### src/rtl/icap_pkg.sv
// Shared definitions for the ICAP readback engine: FSM state encoding and
// the default FIFO/ICAP word geometry.
package icap_pkg;

  localparam int DATA_SIZE      = 256;
  localparam int ICAP_DATA_SIZE = 32;
  localparam int WORDS_PER_LINE = DATA_SIZE / ICAP_DATA_SIZE;

  typedef enum logic [1:0] {
    IDLE  = 2'd0,
    READ  = 2'd1,
    FLUSH = 2'd2,
    DRAIN = 2'd3
  } state_e;

endpackage

### src/rtl/icap_pack_buffer.sv
// Packs ICAP words into FIFO-wide lines and holds the finished line in an
// output register until the downstream FIFO accepts it.
module icap_pack_buffer #(
  parameter int DATA_SIZE      = icap_pkg::DATA_SIZE,
  parameter int ICAP_DATA_SIZE = icap_pkg::ICAP_DATA_SIZE
) (
  input  logic                      clk,
  input  logic                      reset,
  input  logic                      capture,
  input  logic [ICAP_DATA_SIZE-1:0] capture_data,
  input  logic                      flush,
  input  logic                      fifo_full,
  output logic                      partial,
  output logic                      out_valid,
  output logic [DATA_SIZE-1:0]      out_data
);
  import icap_pkg::*;

  localparam int WORDS = DATA_SIZE / ICAP_DATA_SIZE;
  localparam int IDX_W = (WORDS > 1) ? $clog2(WORDS) : 1;
  localparam logic [IDX_W-1:0] LAST_IDX = IDX_W'(WORDS - 1);

  logic [DATA_SIZE-1:0] pack_q, pack_d, pack_fill_s;
  logic [DATA_SIZE-1:0] out_q, out_d;
  logic [IDX_W-1:0]     idx_q, idx_d;
  logic                 out_valid_q, out_valid_d;

  // Next-state for packing slots and the output line; a new line wins over clearing out_valid.
  always_comb begin
    pack_d      = pack_q;
    idx_d       = idx_q;
    out_d       = out_q;
    out_valid_d = out_valid_q & fifo_full;
    pack_fill_s = pack_q;
    pack_fill_s[idx_q*ICAP_DATA_SIZE +: ICAP_DATA_SIZE] = capture_data;
    if (flush) begin
      out_d       = pack_q;
      out_valid_d = 1'b1;
      pack_d      = '0;
      idx_d       = '0;
    end else if (capture) begin
      if (idx_q == LAST_IDX) begin
        out_d       = pack_fill_s;
        out_valid_d = 1'b1;
        pack_d      = '0;
        idx_d       = '0;
      end else begin
        pack_d = pack_fill_s;
        idx_d  = idx_q + IDX_W'(1);
      end
    end else begin
      pack_d = pack_q;
    end
  end

  // Packing and output registers.
  always_ff @(posedge clk) begin
    if (reset) begin
      pack_q      <= '0;
      idx_q       <= '0;
      out_q       <= '0;
      out_valid_q <= 1'b0;
    end else begin
      pack_q      <= pack_d;
      idx_q       <= idx_d;
      out_q       <= out_d;
      out_valid_q <= out_valid_d;
    end
  end

  assign partial   = (idx_q != '0);
  assign out_valid = out_valid_q;
  assign out_data  = out_q;

endmodule

### src/rtl/icap_readback.sv
// ICAP readback controller: issues word_count ICAP reads, packs the returned
// words into FIFO lines (zero-padding the tail) and pulses done at the end.
module icap_readback #(
  parameter int DATA_SIZE      = icap_pkg::DATA_SIZE,
  parameter int ICAP_DATA_SIZE = icap_pkg::ICAP_DATA_SIZE,
  parameter int FLAG_SIZE      = 1,
  parameter int COUNT_SIZE     = 16
) (
  input  logic                      clk,
  input  logic                      reset,
  input  logic [FLAG_SIZE-1:0]      start,
  input  logic [COUNT_SIZE-1:0]     word_count,
  output logic [FLAG_SIZE-1:0]      icap_en,
  output logic [FLAG_SIZE-1:0]      icap_rdwr,
  input  logic [FLAG_SIZE-1:0]      icap_busy,
  input  logic [ICAP_DATA_SIZE-1:0] icap_data,
  input  logic [FLAG_SIZE-1:0]      fifo_full,
  output logic [FLAG_SIZE-1:0]      fifo_write_en,
  output logic [DATA_SIZE-1:0]      fifo_data,
  output logic [FLAG_SIZE-1:0]      busy,
  output logic [FLAG_SIZE-1:0]      done
);
  import icap_pkg::*;

  state_e                state_q, state_d;
  logic [COUNT_SIZE-1:0] issue_cnt_q, issue_cnt_d;
  logic [COUNT_SIZE-1:0] capture_cnt_q, capture_cnt_d;
  logic                  rd_pending_q, rd_pending_d;
  logic                  done_q, done_d;
  logic                  icap_en_s, accept_s, flush_s;
  logic                  out_valid_s, partial_s;

  // Reads stall while a finished line waits, so at most one extra word can land in the pack register.
  assign icap_en_s = (state_q == READ) && (issue_cnt_q != '0) && !out_valid_s;
  assign accept_s  = icap_en_s && !icap_busy[0];

  // Next-state, counters and completion pulse.
  always_comb begin
    state_d       = state_q;
    issue_cnt_d   = issue_cnt_q;
    capture_cnt_d = capture_cnt_q;
    rd_pending_d  = accept_s;
    done_d        = 1'b0;
    flush_s       = 1'b0;
    if (accept_s) begin
      issue_cnt_d = issue_cnt_q - COUNT_SIZE'(1);
    end else begin
      issue_cnt_d = issue_cnt_q;
    end
    if (rd_pending_q && (capture_cnt_q != '0)) begin
      capture_cnt_d = capture_cnt_q - COUNT_SIZE'(1);
    end else begin
      capture_cnt_d = capture_cnt_q;
    end
    case (state_q)
      IDLE: begin
        if (start[0]) begin
          issue_cnt_d   = word_count;
          capture_cnt_d = word_count;
          state_d       = (word_count == '0) ? DRAIN : READ;
        end else begin
          state_d = IDLE;
        end
      end
      READ: begin
        if (capture_cnt_q == '0) begin
          state_d = FLUSH;
        end else begin
          state_d = READ;
        end
      end
      FLUSH: begin
        if (!partial_s) begin
          state_d = DRAIN;
        end else if (!out_valid_s) begin
          flush_s = 1'b1;
          state_d = DRAIN;
        end else begin
          state_d = FLUSH;
        end
      end
      DRAIN: begin
        if (!out_valid_s) begin
          done_d  = 1'b1;
          state_d = IDLE;
        end else begin
          state_d = DRAIN;
        end
      end
      default: state_d = IDLE;
    endcase
  end

  // Control registers; a read in flight at reset is dropped with rd_pending.
  always_ff @(posedge clk) begin
    if (reset) begin
      state_q       <= IDLE;
      issue_cnt_q   <= '0;
      capture_cnt_q <= '0;
      rd_pending_q  <= 1'b0;
      done_q        <= 1'b0;
    end else begin
      state_q       <= state_d;
      issue_cnt_q   <= issue_cnt_d;
      capture_cnt_q <= capture_cnt_d;
      rd_pending_q  <= rd_pending_d;
      done_q        <= done_d;
    end
  end

  icap_pack_buffer #(
    .DATA_SIZE      (DATA_SIZE),
    .ICAP_DATA_SIZE (ICAP_DATA_SIZE)
  ) u_pack (
    .clk          (clk),
    .reset        (reset),
    .capture      (rd_pending_q),
    .capture_data (icap_data),
    .flush        (flush_s),
    .fifo_full    (fifo_full[0]),
    .partial      (partial_s),
    .out_valid    (out_valid_s),
    .out_data     (fifo_data)
  );

  assign icap_en       = FLAG_SIZE'(icap_en_s);
  assign icap_rdwr     = FLAG_SIZE'(state_q == READ);
  assign fifo_write_en = FLAG_SIZE'(out_valid_s && !fifo_full[0]);
  assign busy          = FLAG_SIZE'(state_q != IDLE);
  assign done          = FLAG_SIZE'(done_q);

endmodule
### config.mk
export PLATFORM = sky130hd
export DESIGN_NAME = icap_readback
export DESIGN_NICKNAME = d
export VERILOG_FILES = /design/src/rtl/icap_pkg.sv /design/src/rtl/icap_pack_buffer.sv /design/src/rtl/icap_readback.sv
export SDC_FILE = /design/constraint.sdc
export NUM_CORES = 1
export LEC_CHECK = 0
export BUFFER_PORTS_ARGS = -buffer_cell sky130_fd_sc_hd__buf_2
export CAP_MARGIN = 20
export CORE_ASPECT_RATIO = 1.4
export CORE_UTILIZATION = 52
export DETAILED_ROUTE_END_ITERATION = 12
export PLACE_DENSITY = 0.76
export SLEW_MARGIN = 20
export SYNTH_ARGS = -nofsm -noshare
export SYNTH_HDL_FRONTEND = slang
export SYNTH_SLANG_ARGS = --single-unit
### constraint.sdc
create_clock -name clk -period 3.2 [get_ports clk]
set_clock_uncertainty 0.1 [all_clocks]
set_input_delay 0.16 -clock clk [delete_from_list [all_inputs] [get_ports clk]]
set_output_delay 0.16 -clock clk [all_outputs]
set_load 0.01 [all_outputs]
==> impl_metrics.yaml <==
pwr:
  p_leak_nw: 10.8
  power-per-cell-area_mw_per_mm2: 525
  vdd_drop_max_mv: 0.474
timing:
  rsz0062_at_grt: "false"
  hold_viol_final: 0
  fin_ws_ps: 331
  period_needed_ps: 2870
  fmax_mhz: 349
  worst_slew_pin_slew_ps: 1080
  period_share_pct: 89.7
  drv_slew: 0
  max_slew_margin_pct: 27.7
  setup_viol: 0
  fin_worst_hold_slack_ps: 53.4
  setup_tns_ps: 0
logic_synthesis:
  ys_seq_area_share_pct: 49.1
  synth_flop_cell: "dfxtp_1"
  async_reset_ff_share_pct: 0
  ys_seq_elements: 552
  synth-edff-count: 0
  synth_fp_nets: 2457
  ys_types: 75
  synth_warnings: 0
  syn-cell-area_mm2: 0.0225
  syn_inst: 2394
  syn_area_per_cell_um2: 9.40
drt:
  wl_met3_um: 6520
  drt-initial-drc-count: 2234
  dr_total_vias: 20800
  viasPerCell: 6.48
  wl_per_cell_um: 23.1
  drc: 0
  drt-pass1-iter-count: 9
  wl_met1_um: 28500
  route.met2.wl_um: 34700
  ant_nets: 0
  wirelength_um: 74000
  top_layer: "met4"
clock_tree:
  clkSinkCount: 552
  htree_levels: 2
  cts_buffers: 51
  clkSlewWorstSetupHoldPaths_ps: 60
  cts_tree: "done"
  postCtsSetupBuffers: 0
  cts_root_buffer: "clkbuf_16"
  cts.path.max_buffers: 3
  post_cts_resized: 0
  clk_latency_ps: 580
floorplan:
  ios: 314
  fp.coreArea_mm2: 0.0424
  start_util_pct: 53.0
  std_cell_rows: 89
  die_w_um: 178
  dieHeight_um: 248
  dieArea_mm2: 0.0441
setup_path:
  critPathMaxFanout: 20
  worstPathArrival_ps: 3290
  cp-start-kind: "flop"
  worstSetupPathType: "flop to flop"
  critPathTopFamily: "compound AO/OA/AOI/OAI gates"
  slowest_stage: "a21oi_2"
  max_stage_delay_ps: 590
  crit_chain: "inv_1 -> ha_1 -> ha_1 -> inv_1 -> a31o_2 -> a21oi_2 -> buf_4 -> a22o_1"
  critPathCaptureType: "flop"
  reg2reg_slack_ps: 330
  cp_num_buf_inv: 3
  crit_required_ps: 3620
cells_and_area:
  finalNetCount: 2680
  drive_gt1_share_pct: 19.6
  syn_to_final_growth_pct: 18.0
grt:
  antenna_found_initial: 1
  track_usage_pct: 32.7
  grt_pass1_vias: 19900
  grt_pass1_wl_um: 113000
  gr-total-overflow: 0
  grt_max_degree: 115
job:
  max_cap_violations: 0
place:
  dpl.hpwl_um: 46600
  place_congestion: 0.893
  post-place-ws_ps: 400
  io_buffers: 313
worst_hold_path:
  holdCritPathClass: "input port to flop"
outcome:
  outcome: "finished clean"
[final cells by class]
class                   count  area [um^2]
well taps                 546          683
multi-input cells        1535        10300
repair buffers            440         2720
diodes                      1         2.50
clock inverters            15          130
clock buffers              77         1530
fillers                  3559        15900
flip-flops and latches    552        11100
inverters                  37          139
[sequential cells by signal, indices dropped and copies added (netlist names)]
register,flops
issue_cnt_q,16
u_pack.out_valid,1
u_pack.out_data,256
capture_cnt_q,16
u_pack.pack_q,256
state_q,2
u_pack.idx_q,3
done,1
rd_pending_q,1
[worst paths after layout]
check | cells after the start | endpoint | start
hold / removal | 3 | capture_cnt_q[4] | word_count[4]
hold reg to reg | 2 | u_pack.out_data[87] | u_pack.pack_q[87]
setup / recovery | 8 | u_pack.pack_q[216] | u_pack.idx_q[0]
setup reg to reg | 8 | u_pack.pack_q[216] | u_pack.idx_q[0]
[kinds of logic after synthesis]
group,count (synthesis),synth area share (%)
AOI/OAI and AO/OA,883,27.8
xor gates and xnor gates,1,0.0389
adders and majority gates,10,0.556
buffers and inverters,307,5.81
DFF,552,49.1
muxes,44,1.96
and+or+nand+nor,597,14.7
[worst register-to-register path, delay by kind of cell, from the launching register on]
family / cells / cell delay [ps]
buf+inv: 3 / 650
compound gates: 3 / 1020
fa+ha+maj: 2 / 710
flops: 1 / 330
[placed cells by master (no fill, tap or decap), drive strengths merged, types with 15 or more instances in the layout]
master       instances
nor2               102
a31oi              105
buf                389
o2bb2ai             84
and2                69
o21ai              120
nand2              142
a222oi              22
a221o               54
mux2i               44
nor4                18
dfxtp              552
a22oi               77
nand3               30
a21oi              206
and3b               32
nor3                88
and3                15
and4                34
inv                 40
clkbuf              77
dlygate4sd3         51
a22o               152
[per-layer routing]
metal  GRT usage [%]  up-vias
met3            7.28      206
met2            53.2     1052
li1                -     9421
met4            18.9        0
met1            39.5    10100
met5               0        -
[cell usage after synthesis (12+ instances only)]
cell type	n	area share, %
and3b_1	32	1.2
mux2i_1	44	2.0
o2bb2ai_1	84	3.3
a211oi_1	12	0.40
nand3_1	28	0.62
a222oi_1	22	0.98
a21oi_1	205	4.6
nor2_1	101	1.7
buf_2	87	1.9
nor3_1	86	1.9
and4_1	34	1.3
a22oi_1	77	2.6
and2_1	67	1.9
a31oi_1	105	2.9
inv_1	36	0.60
a221o_1	54	2.4
nor4_1	17	0.47
nand2_1	142	2.4
dfxtp_1	552	49
and3_1	15	0.42
o21ai_0	116	2.6
clkbuf_1	160	2.7
a22o_1	152	5.9
[power by group]
group          switching [W]  internal (W)
logic               0.000629      0.000264
clock network        0.00265       0.00338
registers          0.0000785       0.00693
[stage by stage]
stage,power (W),instance area (um^2),util [%],cells
after global routing,0.0143,26500,62.6,3203
after global placement,0.00795,24400,57.4,3059
after CTS,0.0140,26500,62.5,3202
after detailed placement,0.00798,24400,57.4,3059
after floorplan,0.00766,22500,-,2394
final,0.0139,26500,62.6,3203
[timing repair]
action                                  in CTS  in global routing
endpoints found under the setup margin       0                  0
hold endpoints to repair                   221                  0
hold buffers                                51                  0
No activity file was read; power rests on OpenSTA's default activity.
